===== src/rtl/led_mux_gen.sv =====
// -----------------------------------------------------------------------------
// led_mux_gen
//
// Time-multiplexed driver for NUM_DIGITS active-low 7-segment + dp digits.
// Each digit owns a slot of 2**REFRESH_W clock cycles. A slot opens with
// DEAD_CYCLES all-off cycles so the previous digit's anode has fully released
// before the next one is driven (anti-ghosting). After that the digit is lit
// whenever the PWM brightness rule and the blink phase allow it.
//
// The digit pattern, its blink enable and the brightness are copied into
// shadow registers at the first cycle of the slot. Register writes from the
// display core therefore never tear a digit mid-slot.
//
// Ports:
//   clk         system clock
//   reset       asynchronous, active-high; blanks the display immediately
//   en          1 = display on, 0 = blank an/sseg (scan keeps running)
//   digits      digit i segment pattern at [i*SEG_W +: SEG_W], active low
//   blink_mask  bit i = 1 makes digit i blink with the blink counter MSB
//   brightness  0 = off, all-ones = full on, otherwise PWM duty
//   an          anode enables, one-hot-low while a digit is lit, else all 1
//   sseg        segments of the lit digit, all 1 when nothing is lit
//   digit_idx   index of the digit owning the current slot
//   frame_tick  one-cycle pulse at the end of every full scan
// -----------------------------------------------------------------------------
module led_mux_gen #(
  parameter int NUM_DIGITS  = 8,
  parameter int SEG_W       = 8,
  parameter int REFRESH_W   = 16,
  parameter int DEAD_CYCLES = 64,
  parameter int BRIGHT_W    = 4,
  parameter int BLINK_W     = 24,
  localparam int IDX_W      = (NUM_DIGITS > 1) ? $clog2(NUM_DIGITS) : 1
) (
  input  logic                        clk,
  input  logic                        reset,
  input  logic                        en,
  input  logic [NUM_DIGITS*SEG_W-1:0] digits,
  input  logic [NUM_DIGITS-1:0]       blink_mask,
  input  logic [BRIGHT_W-1:0]         brightness,
  output logic [NUM_DIGITS-1:0]       an,
  output logic [SEG_W-1:0]            sseg,
  output logic [IDX_W-1:0]            digit_idx,
  output logic                        frame_tick
);

  localparam logic [REFRESH_W-1:0] SLOT_LAST = '1;
  localparam logic [REFRESH_W-1:0] DEAD_END  = REFRESH_W'(DEAD_CYCLES);
  localparam logic [IDX_W-1:0]     IDX_LAST  = IDX_W'(NUM_DIGITS - 1);

  // Scan state
  logic [REFRESH_W-1:0] slot_cnt;
  logic [IDX_W-1:0]     idx;
  logic [BLINK_W-1:0]   blink_cnt;

  // Per-slot shadow copies of the inputs
  logic [SEG_W-1:0]     sh_seg;
  logic                 sh_blink;
  logic [BRIGHT_W-1:0]  sh_bright;

  // Derived per-cycle control
  logic [BRIGHT_W-1:0]  pwm_ph;
  logic                 pwm_on;
  logic                 blink_ph;
  logic                 lit;
  logic [NUM_DIGITS-1:0] an_sel;

  // Unpack the flat digit bus so the active digit can be picked by index.
  logic [SEG_W-1:0] digit_arr [NUM_DIGITS];

  for (genvar gi = 0; gi < NUM_DIGITS; gi++) begin : g_unpack
    assign digit_arr[gi] = digits[gi*SEG_W +: SEG_W];
  end

  // Slot counter, digit index and blink counter all free-run; only reset
  // restarts the scan. The index advances on the last cycle of each slot.
  always_ff @(posedge clk or posedge reset) begin
    if (reset) begin
      slot_cnt  <= '0;
      idx       <= '0;
      blink_cnt <= '0;
    end else begin
      slot_cnt  <= slot_cnt + 1'b1;
      blink_cnt <= blink_cnt + 1'b1;
      if (slot_cnt == SLOT_LAST) begin
        idx <= (idx == IDX_LAST) ? '0 : idx + 1'b1;
      end
    end
  end

  // Shadow latch at slot start. Slot cycle 0 is always a dead cycle, so the
  // stale shadow contents are never visible while the new copy is taken.
  always_ff @(posedge clk or posedge reset) begin
    if (reset) begin
      sh_seg    <= '1;
      sh_blink  <= 1'b1;
      sh_bright <= '1;
    end else if (slot_cnt == '0) begin
      sh_seg    <= digit_arr[idx];
      sh_blink  <= blink_mask[idx];
      sh_bright <= brightness;
    end
  end

  // PWM uses the low slot-counter bits as its phase; all-ones brightness is
  // forced fully on since the strict compare would otherwise miss one phase.
  assign pwm_ph   = slot_cnt[BRIGHT_W-1:0];
  assign pwm_on   = (sh_bright == '1) || (pwm_ph < sh_bright);
  assign blink_ph = blink_cnt[BLINK_W-1];
  assign lit      = en && (slot_cnt >= DEAD_END) && pwm_on && !(sh_blink && blink_ph);
  assign an_sel   = ~(NUM_DIGITS'(1) << idx);

  // Registered outputs: one cycle behind the counter state they decode.
  always_ff @(posedge clk or posedge reset) begin
    if (reset) begin
      an         <= '1;
      sseg       <= '1;
      digit_idx  <= '0;
      frame_tick <= 1'b0;
    end else begin
      an         <= lit ? an_sel : '1;
      sseg       <= lit ? sh_seg : '1;
      digit_idx  <= idx;
      frame_tick <= (slot_cnt == SLOT_LAST) && (idx == IDX_LAST);
    end
  end

endmodule


===== config.mk =====
export PLATFORM = sky130hd
export DESIGN_NAME = led_mux_gen
export DESIGN_NICKNAME = d
export VERILOG_FILES = /design/src/rtl/led_mux_gen.sv
export SDC_FILE = /design/constraint.sdc
export NUM_CORES = 1
export LEC_CHECK = 0
export ABC_AREA = 1
export BUFFER_PORTS_ARGS = -buffer_cell sky130_fd_sc_hd__buf_2
export CORE_MARGIN = 10
export CORE_UTILIZATION = 40
export DETAILED_ROUTE_END_ITERATION = 10
export GPL_ROUTABILITY_DRIVEN = 0
export GPL_TIMING_DRIVEN = 0
export SYNTH_ARGS = -nofsm -noshare
export SYNTH_HDL_FRONTEND = slang
export SYNTH_SLANG_ARGS = --single-unit

===== constraint.sdc =====
create_clock -name clk -period 2.3 [get_ports clk]
set_clock_uncertainty 0.05 [all_clocks]
set_input_delay 0.345 -clock clk [delete_from_list [all_inputs] [get_ports clk]]
set_output_delay 0.345 -clock clk [all_outputs]
set_load 0.03 [all_outputs]

== Word-level counts from Yosys, hierarchy flattened ==
Cells that the tools add are included.
Storage, ports and cells
  bits in registers: 76
  input bits: 79
  output and inout port bits: 20
Operators by class
  $add $sub $neg: 3
  magnitude comparators: 4
  equality and inequality tests: 3
  shifts and indexed selects: 1
  mux-type cells: 8
  bitwise gates (word level): 2
  reduce and logical (&&, ||, !) cells: 8
Operators by type and width (number)
  8-bit two-way mux: 4
  24-bit by 1-bit adder with 24-bit output, second input constant: 1
  8-bit binary-select mux with 3-bit select: 1
  16-bit by 1-bit adder with 16-bit output, second input constant: 1
  16-bit == test, second input constant: 1
  16-bit by 7-bit greater-or-equal comparator with 1-bit output, second input constant: 1
  16-bit logical NOT: 1
  8-bit inverter: 1
  1-bit by 3-bit left shift with 8-bit output, first input constant: 1
  1-bit logical AND: 5
  4-bit == test, second input constant: 1
  4-bit greater-or-equal comparator, second input constant: 1
  3-bit by 4-bit < comparator with 1-bit output, second input constant: 1
  4-bit < comparator: 1
  3-bit inverter with 4-bit output: 1
  3-bit by 1-bit adder with 3-bit output, second input constant: 1
  1-bit binary-select mux with 3-bit select: 1
  3-bit == test, second input constant: 1
  3-bit two-way mux: 1
  1-bit logical NOT: 1
  1-bit logical OR: 1
  1-bit two-way mux: 1

== Depth between registers and ports, before layout ==
Gate-level depths: netlist of the first run.
  depth in word-level cells: 5
  mapped depth: 10

== Worst setup path before layout of the first run ==
Ideal clock, no wire load.
  kind: flip-flop to flip-flop
  start: reg sh_bright[3]
  end: reg an[6]
  arrival: 1.413 ns
  setup slack: 0.752 ns
  cell stages (with the launch flop): 8
  path buffers: 1
  clock period less this slack: 1.548 ns
  cell sequence: dfstp_2 > inv_1 > ha_1 > a21oi_1 > nand2_1 > nand2_1 > buf_2 > nand3b_1
Between the ends
  cells in the longest elaborated chain, start to end: 5
  elaborated cells between the ends (all ways): 6
  those cells by class: order compare (1); eq/ne (1); mux (1); reduce/logical (3)
RTL lines
  start, declared: RTL line 59  | logic [BRIGHT_W-1:0] sh_bright;
  start signal, assigned: RTL line 101  | sh_bright <= brightness;
  4-bit < comparator / 4-bit == test (equally long branches): RTL line 108  | assign pwm_on = (sh_bright == '1) || (pwm_ph < sh_bright);
  1-bit logical OR *: RTL line 108
  1-bit logical AND * (2 in a row): RTL line 110  | assign lit = en && (slot_cnt >= DEAD_END) && pwm_on && !(sh_blink && blink_ph);
  8-bit two-way mux *: RTL line 121  | an <= lit ? an_sel : '1;
  end signal, assigned: RTL line 121
  end, declared: RTL line 41  | output logic [NUM_DIGITS-1:0] an,
Every way passes the cells marked *; elsewhere a longest branch is shown, timed or not.
A chain may end at the register's enable or synchronous reset.

== Final worst setup path of the first run ==
  start: reg sh_bright[3]
  end: reg sseg[4]
Between the ends
  cells in the longest elaborated chain, start to end: 5
  elaborated cells between the ends (all ways): 6
  those cells by class: order compare (1); eq/ne (1); mux (1); reduce/logical (3)
RTL lines
  4-bit < comparator / 4-bit == test (equally long branches): RTL line 108
  1-bit logical OR *: RTL line 108
  1-bit logical AND * (2 in a row): RTL line 110
  8-bit two-way mux *: RTL line 122  | sseg <= lit ? sh_seg : '1;
  end signal, assigned: RTL line 122
  end, declared: RTL line 42  | output logic [SEG_W-1:0] sseg,
Marks and branches as above.

==> metrics.md, run 1 <==
| Metric | Value |
|---|---|
| Status | finished, final reports clean |
| Worst r2r path cells | 7 |
| FF-to-FF setup slack | 0.51 ns |
| Via Count | 4,068 |
| Cell Chain, Critical Path | inv_1 -> ha_1 -> a21oi_1 -> nand2_1 -> nand2_1 -> buf_2 -> nand3b_1 |
| Ys flop type | dfrtp_1 |
| Final antenna-violating net count | 0 |
| WP data arrival | 1.99 ns |
| Worst Slack Setup Final | 0.513 ns |
| Via density | 4.61 |
| Grt ovf | 0 |
| I/O pin cnt | 99 |
| Clk Latency, worst-skew pair | 0.34 ns |
| Max Root-Sink Buffers | 2 |
| Finished Core Util | 51.1% |
| Total Power | 3.18 mW |
| HPWL after DPL | 8890 um |
| Post-cts gate resize count | 0 |
| Final setup violation count | 0 |
| Cell total after placement | 865 |
| Crit Reg-Reg Endpoint | sseg[4] |
| Number of global-route vias before repair | 4,303 |
| Critical Path RT | 2.50 ns |
| RSZ-0062 raised after global routing | no |
| Ys async rst share | 100% |
| Setup crit start kind | flop |
| Worst Max-Slew Pin Slew | 0.482 ns |
| Crit path capture | sseg[4] |
| Post-route cell area | 0.00561 mm2 |
| Hold WS | 0.154 ns |
| Leak | 3.05 nW |
| Most common cell after layout, fill and taps aside | nand2_1 |
| Num rows | 38 |
| CORE AREA | 0.0110 mm2 |
| Clk sinks | 76 |
| Slowest CP cell | dfstp_2 |
| Reg2reg start | sh_bright[3] |
| H-tree levels | 3 |
| Post-synth EDFFs | 0 |
| Crit end category | flop |
| Most frequent cells in the layout | nand2_1, buf_2, inv_1 |
| Worst slack at placement | 0.515 ns |
| Power Density | 567 mW/mm2 |
| Crit Path Class | flop to flop |
| Netlist cell types | 28 |
| Syn Area/Cell | 7.28 um2 |
| Tmin final | 1.79 ns |
| Post-synthesis sequential area ratio | 42.5% |
| Most used cell, CP | nand2_1 |
| Buf/Inv on CP | 2 |
| Number of iterations in the first detailed-routing pass | 4 |
| IR drop worst, VDD | 0.418 mV |
| Die Span Y | 127 um |
| Share of layout cells above drive strength 1 | 25.1% |
| Pins Over Slew Limit | 0 |
| Maximum fanout along the worst path | 10 |
| PortBufs | 98 |
| Fmax | 560 MHz |
| Hold Fails Final Rpt | 0 |
| Mapped Cells | 626 |
| MaxCap Viol Count | 0 |
| Delay of the slowest critical-path stage | 0.55 ns |
| Largest net degree at the start of global routing | 55 |
| Ys Warns | 0 |
| TritonCTS clock tree | yes |
| Final period util | 77.7% |
| Final setup TNS | 0 ns |
| Fill cells | 1,081 |
| # diodes | 0 |
| WL per Instance | 12.7 um |
| CP top delay family | flip-flops |
| Post-DP Area | 0.00525 mm2 |
| CP startpoint | sh_bright[3] |
| Syn nets | 717 |
| CTS clk-pin slew, worst paths | 0.06 ns |
| GRT Overall Usage | 14.3% |
| Residual DRC | 0 |
| Antenna violations before repair | 0 |
| Initial DRC Count | 201 |
| FF+latch count, synth | 76 |
| Synth-to-layout area growth | 23.1% |
| Num CTS Buffers | 9 |
| Clock Tree Root | clkbuf_16 |
| Synthesized area | 0.00456 mm2 |
| Die area | 0.0161 mm2 |
| Total Routed Length | 11,200 um |
| Width of the die | 127 um |
| Min-delay worst type | primary input to flop |
| Initial Utilization | 41.5% |
| Post-Layout Cell Count | 882 |
| Number of nets in the layout | 828 |
| Instance count on the critical path | 7 |
| Slew margin rel. | 67.9% |
| First-pass GRT wire length | 19,300 um |
[sequential cells by signal (all words and copies together), names as in the netlist]
name	cells
digit_idx	3
sh_bright	4
blink_cnt	24
frame_tick	1
slot_cnt	16
sh_seg	8
an	8
sseg	8
sh_blink	1
idx	3
[cells in the mapped netlist, types with 3 or more instances]
cell type  count  area share, %
nor3_1         4           0.44
xnor2_1        8            1.5
inv_1         97            8.0
xor2_1        18            3.5
nand3b_1      20            3.3
nand2_1      251             21
dfstp_2       29             17
nand3_2        5            1.1
buf_2         10            1.1
nor2_4         4           0.99
nor2_2         7           0.96
inv_2          5           0.41
dfrtp_1       47             26
ha_1          12            3.3
nand4_1        6           0.82
nand3_1       47            5.2
nor2_1        36            3.0
clkbuf_1       3           0.25
[logic make-up after synthesis]
group | count (synthesis) | synth area share [%]
buf+inv | 120 | 10.7
fa+ha+maj | 12 | 3.29
xor+xnor | 26 | 5.00
compound gates | 5 | 0.549
flops | 76 | 42.5
simple gates | 387 | 38.0
[per-layer routing]
metal  up-vias  share of wire [%]  GRT usage (%)
met4         0                1.3           4.09
met3        14                4.3           3.62
li1       2108                  -              -
met2        77                 48           23.9
met5         -                  0              0
met1      1869                 47           17.9
[timing repair]
| action | CTS | global route |
|---|---|---|
| endpoints found under the setup margin | 0 | 0 |
| hold buffers | 1 | 0 |
| endpoints found under the hold margin | 12 | 0 |
| buffers inserted | 0 | 0 |
[tightest hold or removal path, stage by stage]
cell and delay, ns:
buf_2 0.10, nand2_1 0.05, nand2_1 0.05
[worst min path at each step]
stage | cells after the start | endpoint | from
after floorplan | 0 | digit_idx[0] | idx[0]
after global placement | 0 | digit_idx[1] | idx[1]
after detailed placement | 2 | frame_tick | reset
after CTS | 3 | sh_bright[3] | brightness[3]
after global routing | 3 | sh_bright[3] | brightness[3]
final | 3 | sh_bright[3] | brightness[3]
[final cells by class]
cell class	instances	area (um2)	share of cell area [%]
repair buffers	100	528	9.41
well taps	140	175	3.12
plain buffers	17	98.8	1.76
clock buffers	9	225	4.02
inverters	103	389	6.94
flip-flops and latches	76	1940	34.6
multi-input cells	430	2130	38.0
clock inverters	7	121	2.16
[power by group]
| group | leakage (nW) | switching [mW] | total [mW] | internal (mW) |
|---|---|---|---|---|
| Sequential | 0.933 | 0.00692 | 1.37 | 1.36 |
| Combinational | 1.95 | 0.0986 | 0.187 | 0.0885 |
| Clock | 0.170 | 0.558 | 1.62 | 1.07 |
| Total | 3.05 | 0.663 | 3.18 | 2.51 |
Power figures use the tool's default switching activity.
==> run 2, diff against run 1 <==
==> constraint.sdc (replaced) <==
create_clock -name clk -period 1.85 [get_ports clk]
set_clock_uncertainty 0.05 [all_clocks]
set_input_delay 0.2775 -clock clk [delete_from_list [all_inputs] [get_ports clk]]
set_output_delay 0.2775 -clock clk [all_outputs]
set_load 0.03 [all_outputs]
==> metrics.md, run 2 (synthesis results as in run 1) <==
| Metric | Value |
|---|---|
| Status | finished, final reports clean |
| Cell Chain, Critical Path | inv_1 -> ha_1 -> a21oi_1 -> nand2_1 -> nand2_2 -> buf_6 -> nand3b_1 |
| Critical Path RT | 2.04 ns (-0.46 ns) |
| Maximum fanout along the worst path | 10 (unchanged) |
| Die Span Y | 127 um (unchanged) |
| Final setup violation count | 0 (unchanged) |
| Most common cell after layout, fill and taps aside | nand2_1 |
| I/O pin cnt | 99 (unchanged) |
| Post-route cell area | 0.00554 mm2 (-1.2%) |
| Num rows | 38 (unchanged) |
| Crit Path Class | flop to flop |
| PortBufs | 98 (unchanged) |
| Width of the die | 127 um (unchanged) |
| Number of nets in the layout | 827 (-0.12%) |
| Cell total after placement | 865 (unchanged) |
| Grt ovf | 0 (unchanged) |
| WL per Instance | 13.1 um (+3.0%) |
| TritonCTS clock tree | yes |
| Crit end category | flop |
| Sw frac | 22.6% (+1.8 points) |
| Internal power | 2.79 mW (+11%) |
| Max Root-Sink Buffers | 2 (unchanged) |
| Regs by FF count | blink_cnt (24), slot_cnt (16) |
| IR drop worst, VDD | 0.621 mV (+49%) |
| Final period util | 89.0% (+11 points) |
| Worst Slack Setup Final | 0.204 ns (-0.309 ns) |
| Delay of the slowest critical-path stage | 0.54 ns (about the same) |
| Final antenna-violating net count | 0 (unchanged) |
| Biggest register | blink_cnt |
| Total Power | 3.60 mW (+13%) |
| Most frequent cells in the layout | nand2_1, buf_2, inv_1 |
| GRT Overall Usage | 14.7% (+0.38 points) |
| Leak | 3.01 nW (-1.4%) |
| RSZ-0062 raised after global routing | no |
| Post-Layout Cell Count | 881 (-0.11%) |
| # diodes | 0 (unchanged) |
| Finished Core Util | 50.5% (-0.60 points) |
| Antenna violations before repair | 0 (unchanged) |
| First-pass GRT wire length | 19,800 um (+2.1%) |
| Initial Utilization | 41.5% (unchanged) |
| Number of iterations in the first detailed-routing pass | 4 (unchanged) |
| Hold Fails Final Rpt | 0 (unchanged) |
| Pins Over Slew Limit | 0 (unchanged) |
| MaxCap Viol Count | 0 (unchanged) |
| Setup crit start kind | flop |
| Num CTS Buffers | 9 (unchanged) |
| Fmax | 607 MHz (+8.5%) |
| Share of layout cells above drive strength 1 | 25.1% (+0.034 points) |
| Sequential share of power | 47.2% (+4.2 points) |
| CORE AREA | 0.0110 mm2 (unchanged) |
| HPWL after DPL | 9190 um (+3.4%) |
| Slowest CP cell | dfstp_2 |
| Tmin final | 1.65 ns (-0.141 ns) |
| Die area | 0.0161 mm2 (unchanged) |
| Post-CTS setup buffer count | 0 (unchanged) |
| Synth-to-layout area growth | 21.6% |
| Final setup TNS | 0 ns (unchanged) |
| Worst slack at placement | 0.0417 ns (-0.473 ns) |
| Power Density | 650 mW/mm2 (+15%) |
| Worst Max-Slew Pin Slew | 0.832 ns (+0.350 ns) |
| Total Routed Length | 11,600 um (+2.9%) |
| Via density | 4.63 (+0.31%) |
| H-tree levels | 3 (unchanged) |
| Clk Latency, worst-skew pair | 0.34 ns (about the same) |
| Switching Power | 815 uW (+23%) |
| Min-delay worst type | primary input to asynchronous set/reset pin |
| Buf/Inv on CP | 2 (unchanged) |
| Via Count | 4,076 (+0.20%) |
| Initial DRC Count | 230 (+14%) |
| Post-DP Area | 0.00525 mm2 (-0.12%) |
| Combinational share of power | 6.5% (+0.6 points) |
| Clock power frac | 46.4% (-4.7 points) |
| Number of flip-flops in the largest register | 24 (unchanged) |
| CP top delay family | flip-flops |
| Residual DRC | 0 (unchanged) |
| WP data arrival | 1.83 ns (-0.16 ns) |
| Clk sinks | 76 (unchanged) |
| CTS clk-pin slew, worst paths | 0.06 ns (about the same) |
| Largest net degree at the start of global routing | 40 (-27%) |
| Number of global-route vias before repair | 4,305 (+0.046%) |
| Clock Tree Root | clkbuf_16 |
| Hold WS | 0.0536 ns (-0.0999 ns) |
| Slew margin rel. | 44.4% (-23 points) |
| Hold Buf Count CTS | 0 (-1) |
[run 2: worst register-to-register path: stages (launching register included)]
cell      delay, ns
dfstp_2        0.54
inv_1          0.05
ha_1           0.28
a21oi_1        0.13
nand2_1        0.08
nand2_2        0.14
buf_6          0.16
nand3b_1       0.12
[run 2: metal layers]
layer | vias to the layer above | track usage [%] | wire (um)
li1 | 2103 | - | -
met3 | 12 | 4.37 | 645
met2 | 85 | 25.0 | 5600
met5 | - | 0 | 0
met4 | 0 | 4.02 | 129
met1 | 1876 | 17.7 | 5190
[run 2: final timing paths]
path / cells after the start / slack [ns] / end / from
min reg2reg: 2 / 0.41 / sh_seg[5] / sh_seg[5]
min in group clk: 3 / 0.09 / sh_bright[3] / brightness[3]
max: 7 / 0.20 / an[6] / sh_bright[3]
max reg2reg: 7 / 0.20 / an[6] / sh_bright[3]
max in group asynchronous: 3 / 0.98 / sh_seg[7] / reset
min: 2 / 0.05 / blink_cnt[0] / reset
[run 2: power by group through the flow]
stage          clock [mW]  sequential, mW  combinational (mW)
6_report             1.67            1.70               0.234
5_1_grt              1.77            1.70               0.271
4_1_cts              1.71            1.70               0.235
3_5_place_dp            0            1.73               0.234
3_3_place_gp            0            1.73               0.223
2_1_floorplan           0            1.72               0.117
[run 2: layout make-up]
cell class | instances | area (um2)
Clock inverter | 5 | 33.8
Fill cell | 1090 | 5440
Timing Repair Buffer | 99 | 510
Clock buffer | 11 | 254
Sequential cell | 76 | 1940
Buffer | 17 | 105
Tap cell | 140 | 175
Multi-Input combinational cell | 430 | 2140
Inverter | 103 | 390
[run 2: repair_timing]
action	CTS	global route
gates resized for setup	0	4
endpoints found under the setup margin	0	10
endpoints found under the hold margin	0	0
==> run 3, diff against run 2 <==
--- a/config.mk
+++ b/config.mk
@@ -12,6 +12,7 @@
 export DETAILED_ROUTE_END_ITERATION = 10
 export GPL_ROUTABILITY_DRIVEN = 0
 export GPL_TIMING_DRIVEN = 0
+export PLACE_DENSITY_LB_ADDON = 0.08
 export SYNTH_ARGS = -nofsm -noshare
 export SYNTH_HDL_FRONTEND = slang
 export SYNTH_SLANG_ARGS = --single-unit
==> constraint.sdc (replaced) <==
create_clock -name clk -period 1.54 [get_ports clk]
set_clock_uncertainty 0.05 [all_clocks]
set_input_delay 0.231 -clock clk [delete_from_list [all_inputs] [get_ports clk]]
set_output_delay 0.231 -clock clk [all_outputs]
set_load 0.03 [all_outputs]
==> metrics.md, run 3 (synthesis results as in run 1) <==
| Metric | Value |
|---|---|
| Status | finished, final reports clean |
| Slew margin rel. | 67.8% (+23 points) |
| Total Routed Length | 12,000 um (+4.2%) |
| Num rows | 38 (unchanged) |
| Cell Chain, Critical Path | inv_2 -> ha_4 -> nand2_2 -> nand2_1 -> nand2_1 -> nand2_1 -> nand2_2 -> buf_6 -> nand3b_1 |
| CP startpoint | sh_bright[1] |
| Number of iterations in the first detailed-routing pass | 4 (unchanged) |
| Min-delay worst type | primary input to flop |
| Most used cell, CP | nand2_1 |
| Die Span Y | 127 um (unchanged) |
| Hold Fails Final Rpt | 0 (unchanged) |
| Grt ovf | 0 (unchanged) |
| Via Count | 4,085 (+0.22%) |
| Clk sinks | 76 (unchanged) |
| PortBufs | 98 (unchanged) |
| Setup crit start kind | flop |
| Final period util | 98.1% (+9.1 points) |
| Critical Path RT | 1.73 ns (-0.31 ns) |
| Post-route cell area | 0.00581 mm2 (+4.8%) |
| IR drop worst, VDD | 0.775 mV (+25%) |
| Tmin final | 1.51 ns (-0.135 ns) |
| Clock Tree Root | clkbuf_16 |
| Num CTS Buffers | 9 (unchanged) |
| Largest net degree at the start of global routing | 32 (-20%) |
| Max Root-Sink Buffers | 2 (unchanged) |
| Reg2reg start | sh_bright[1] |
| CORE AREA | 0.0110 mm2 (unchanged) |
| Crit Path Class | flop to flop |
| Post-DP Area | 0.00527 mm2 (+0.43%) |
| Initial Utilization | 41.5% (unchanged) |
| Worst Max-Slew Pin Slew | 0.482 ns (-0.351 ns) |
| Fmax | 662 MHz (+9.0%) |
| TritonCTS clock tree | yes |
| Slowest CP cell | dfstp_2 |
| WP data arrival | 1.70 ns (-0.13 ns) |
| Final setup violation count | 0 (unchanged) |
| Final antenna-violating net count | 0 (unchanged) |
| Maximum fanout along the worst path | 5 (-5) |
| Delay of the slowest critical-path stage | 0.54 ns (about the same) |
| HPWL after DPL | 9540 um (+3.8%) |
| RSZ-0062 raised after global routing | yes |
| Hold WS | 0.0477 ns (-0.00587 ns) |
| Pins Over Slew Limit | 0 (unchanged) |
| Biggest register | blink_cnt |
| Via density | 4.58 (-0.90%) |
| GRT Overall Usage | 15.2% (+0.51 points) |
| Width of the die | 127 um (unchanged) |
| Crit end category | flop |
| Most frequent cells in the layout | nand2_1, buf_2, inv_1 |
| I/O pin cnt | 99 (unchanged) |
| WL per Instance | 13.5 um (+3.0%) |
| Number of nets in the layout | 837 (+1.2%) |
| Most common cell after layout, fill and taps aside | nand2_1 |
| Die area | 0.0161 mm2 (unchanged) |
| Number of global-route vias before repair | 4,423 (+2.7%) |
| Regs by FF count | blink_cnt (24), slot_cnt (16) |
| Share of layout cells above drive strength 1 | 28.9% (+3.8 points) |
| Synth-to-layout area growth | 27.5% |
| Antenna violations before repair | 0 (unchanged) |
| Initial DRC Count | 223 (-3.0%) |
| First-pass GRT wire length | 20,600 um (+4.1%) |
| MaxCap Viol Count | 0 (unchanged) |
| Clk Latency, worst-skew pair | 0.33 ns (about the same) |
| Power Density | 789 mW/mm2 (+21%) |
| Leak | 3.10 nW (+2.9%) |
| H-tree levels | 3 (unchanged) |
| # diodes | 0 (unchanged) |
| Number of flip-flops in the largest register | 24 (unchanged) |
| Hold_sp | brightness[3] |
| CTS clk-pin slew, worst paths | 0.06 ns (about the same) |
| Residual DRC | 0 (unchanged) |
| Total Power | 4.58 mW (+27%) |
run 3: cell types whose count changed in the layout (fill, tap and decap cells not counted), sizes merged:
cell	delta
clkbuf	+4
inv	+2
clkinvlp	-2
clkinv	-2
dlygate4sd3	+1
bufinv	+1
buf	+6
run 3: per-stage QoR:
step | std cells | setup TNS, ns | worst slack (ns) | util [%]
floorplan | 626 | 0 | 0.0252 | -
global placement | 864 | -7.92 | -0.181 | 47.6
detailed placement | 866 | -2.12 | -0.215 | 48.0
CTS | 887 | -0.0161 | -0.0161 | 51.8
global route | 891 | -0.254 | -0.0643 | 52.9
finish | 891 | 0 | 0.0290 | 52.9
run 3: path summary, 6_finish.rpt:
check                                     to  slack (ns)  cells after the start
worst max register to register       sseg[4]        0.03                      9
worst min-delay path            sh_bright[3]        0.05                      3
max in group asynchronous              an[0]        0.23                      5
worst min register to register  digit_idx[0]        0.39                      0
min in group asynchronous       blink_cnt[8]        0.42                      3
worst max-delay path                 sseg[4]        0.03                      9
run 3: final cells by class:
type | count | area [um2]
Buffer | 17 | 145
Clock buffer | 12 | 268
Clock inverter | 4 | 51.3
Fill cell | 1117 | 5170
Inverter | 103 | 392
Multi-Input combinational cell | 430 | 2220
Sequential cell | 76 | 1940
Tap cell | 140 | 175
Timing Repair Buffer | 109 | 608
run 3: where the power goes:
| group | internal [mW] | switching (mW) |
|---|---|---|
| Clock | 1.41 | 0.829 |
| Sequential | 2.03 | 0.0111 |
| Combinational | 0.147 | 0.157 |
| Total | 3.58 | 0.997 |
run 3: critical path: cells and delay by family (launching register included):
family,cells,cell delay [ns]
fa+ha+maj,1,0.23
simple gates,6,0.41
buf+inv,2,0.19
flops,1,0.54
run 3: per-layer routing:
layer / GRT usage [%] / up-vias / part of all wire, %
met5: 0 / - / 0
met4: 4.15 / 0 / 0.86
met3: 4.41 / 6 / 5.0
met2: 26.5 / 87 / 50
met1: 17.8 / 1872 / 44
li1: - / 2120 / -
run 3: what timing repair did:
action / 4_1_cts / 5_1_grt
setup buffers: 3 / 4
hold endpoints to repair: 19 / 0
setup endpoints to repair: 24 / 36
gates cloned: 1 / 0
pin swaps: 3 / 7
resized for setup: 16 / 30
hold buffers: 1 / 0
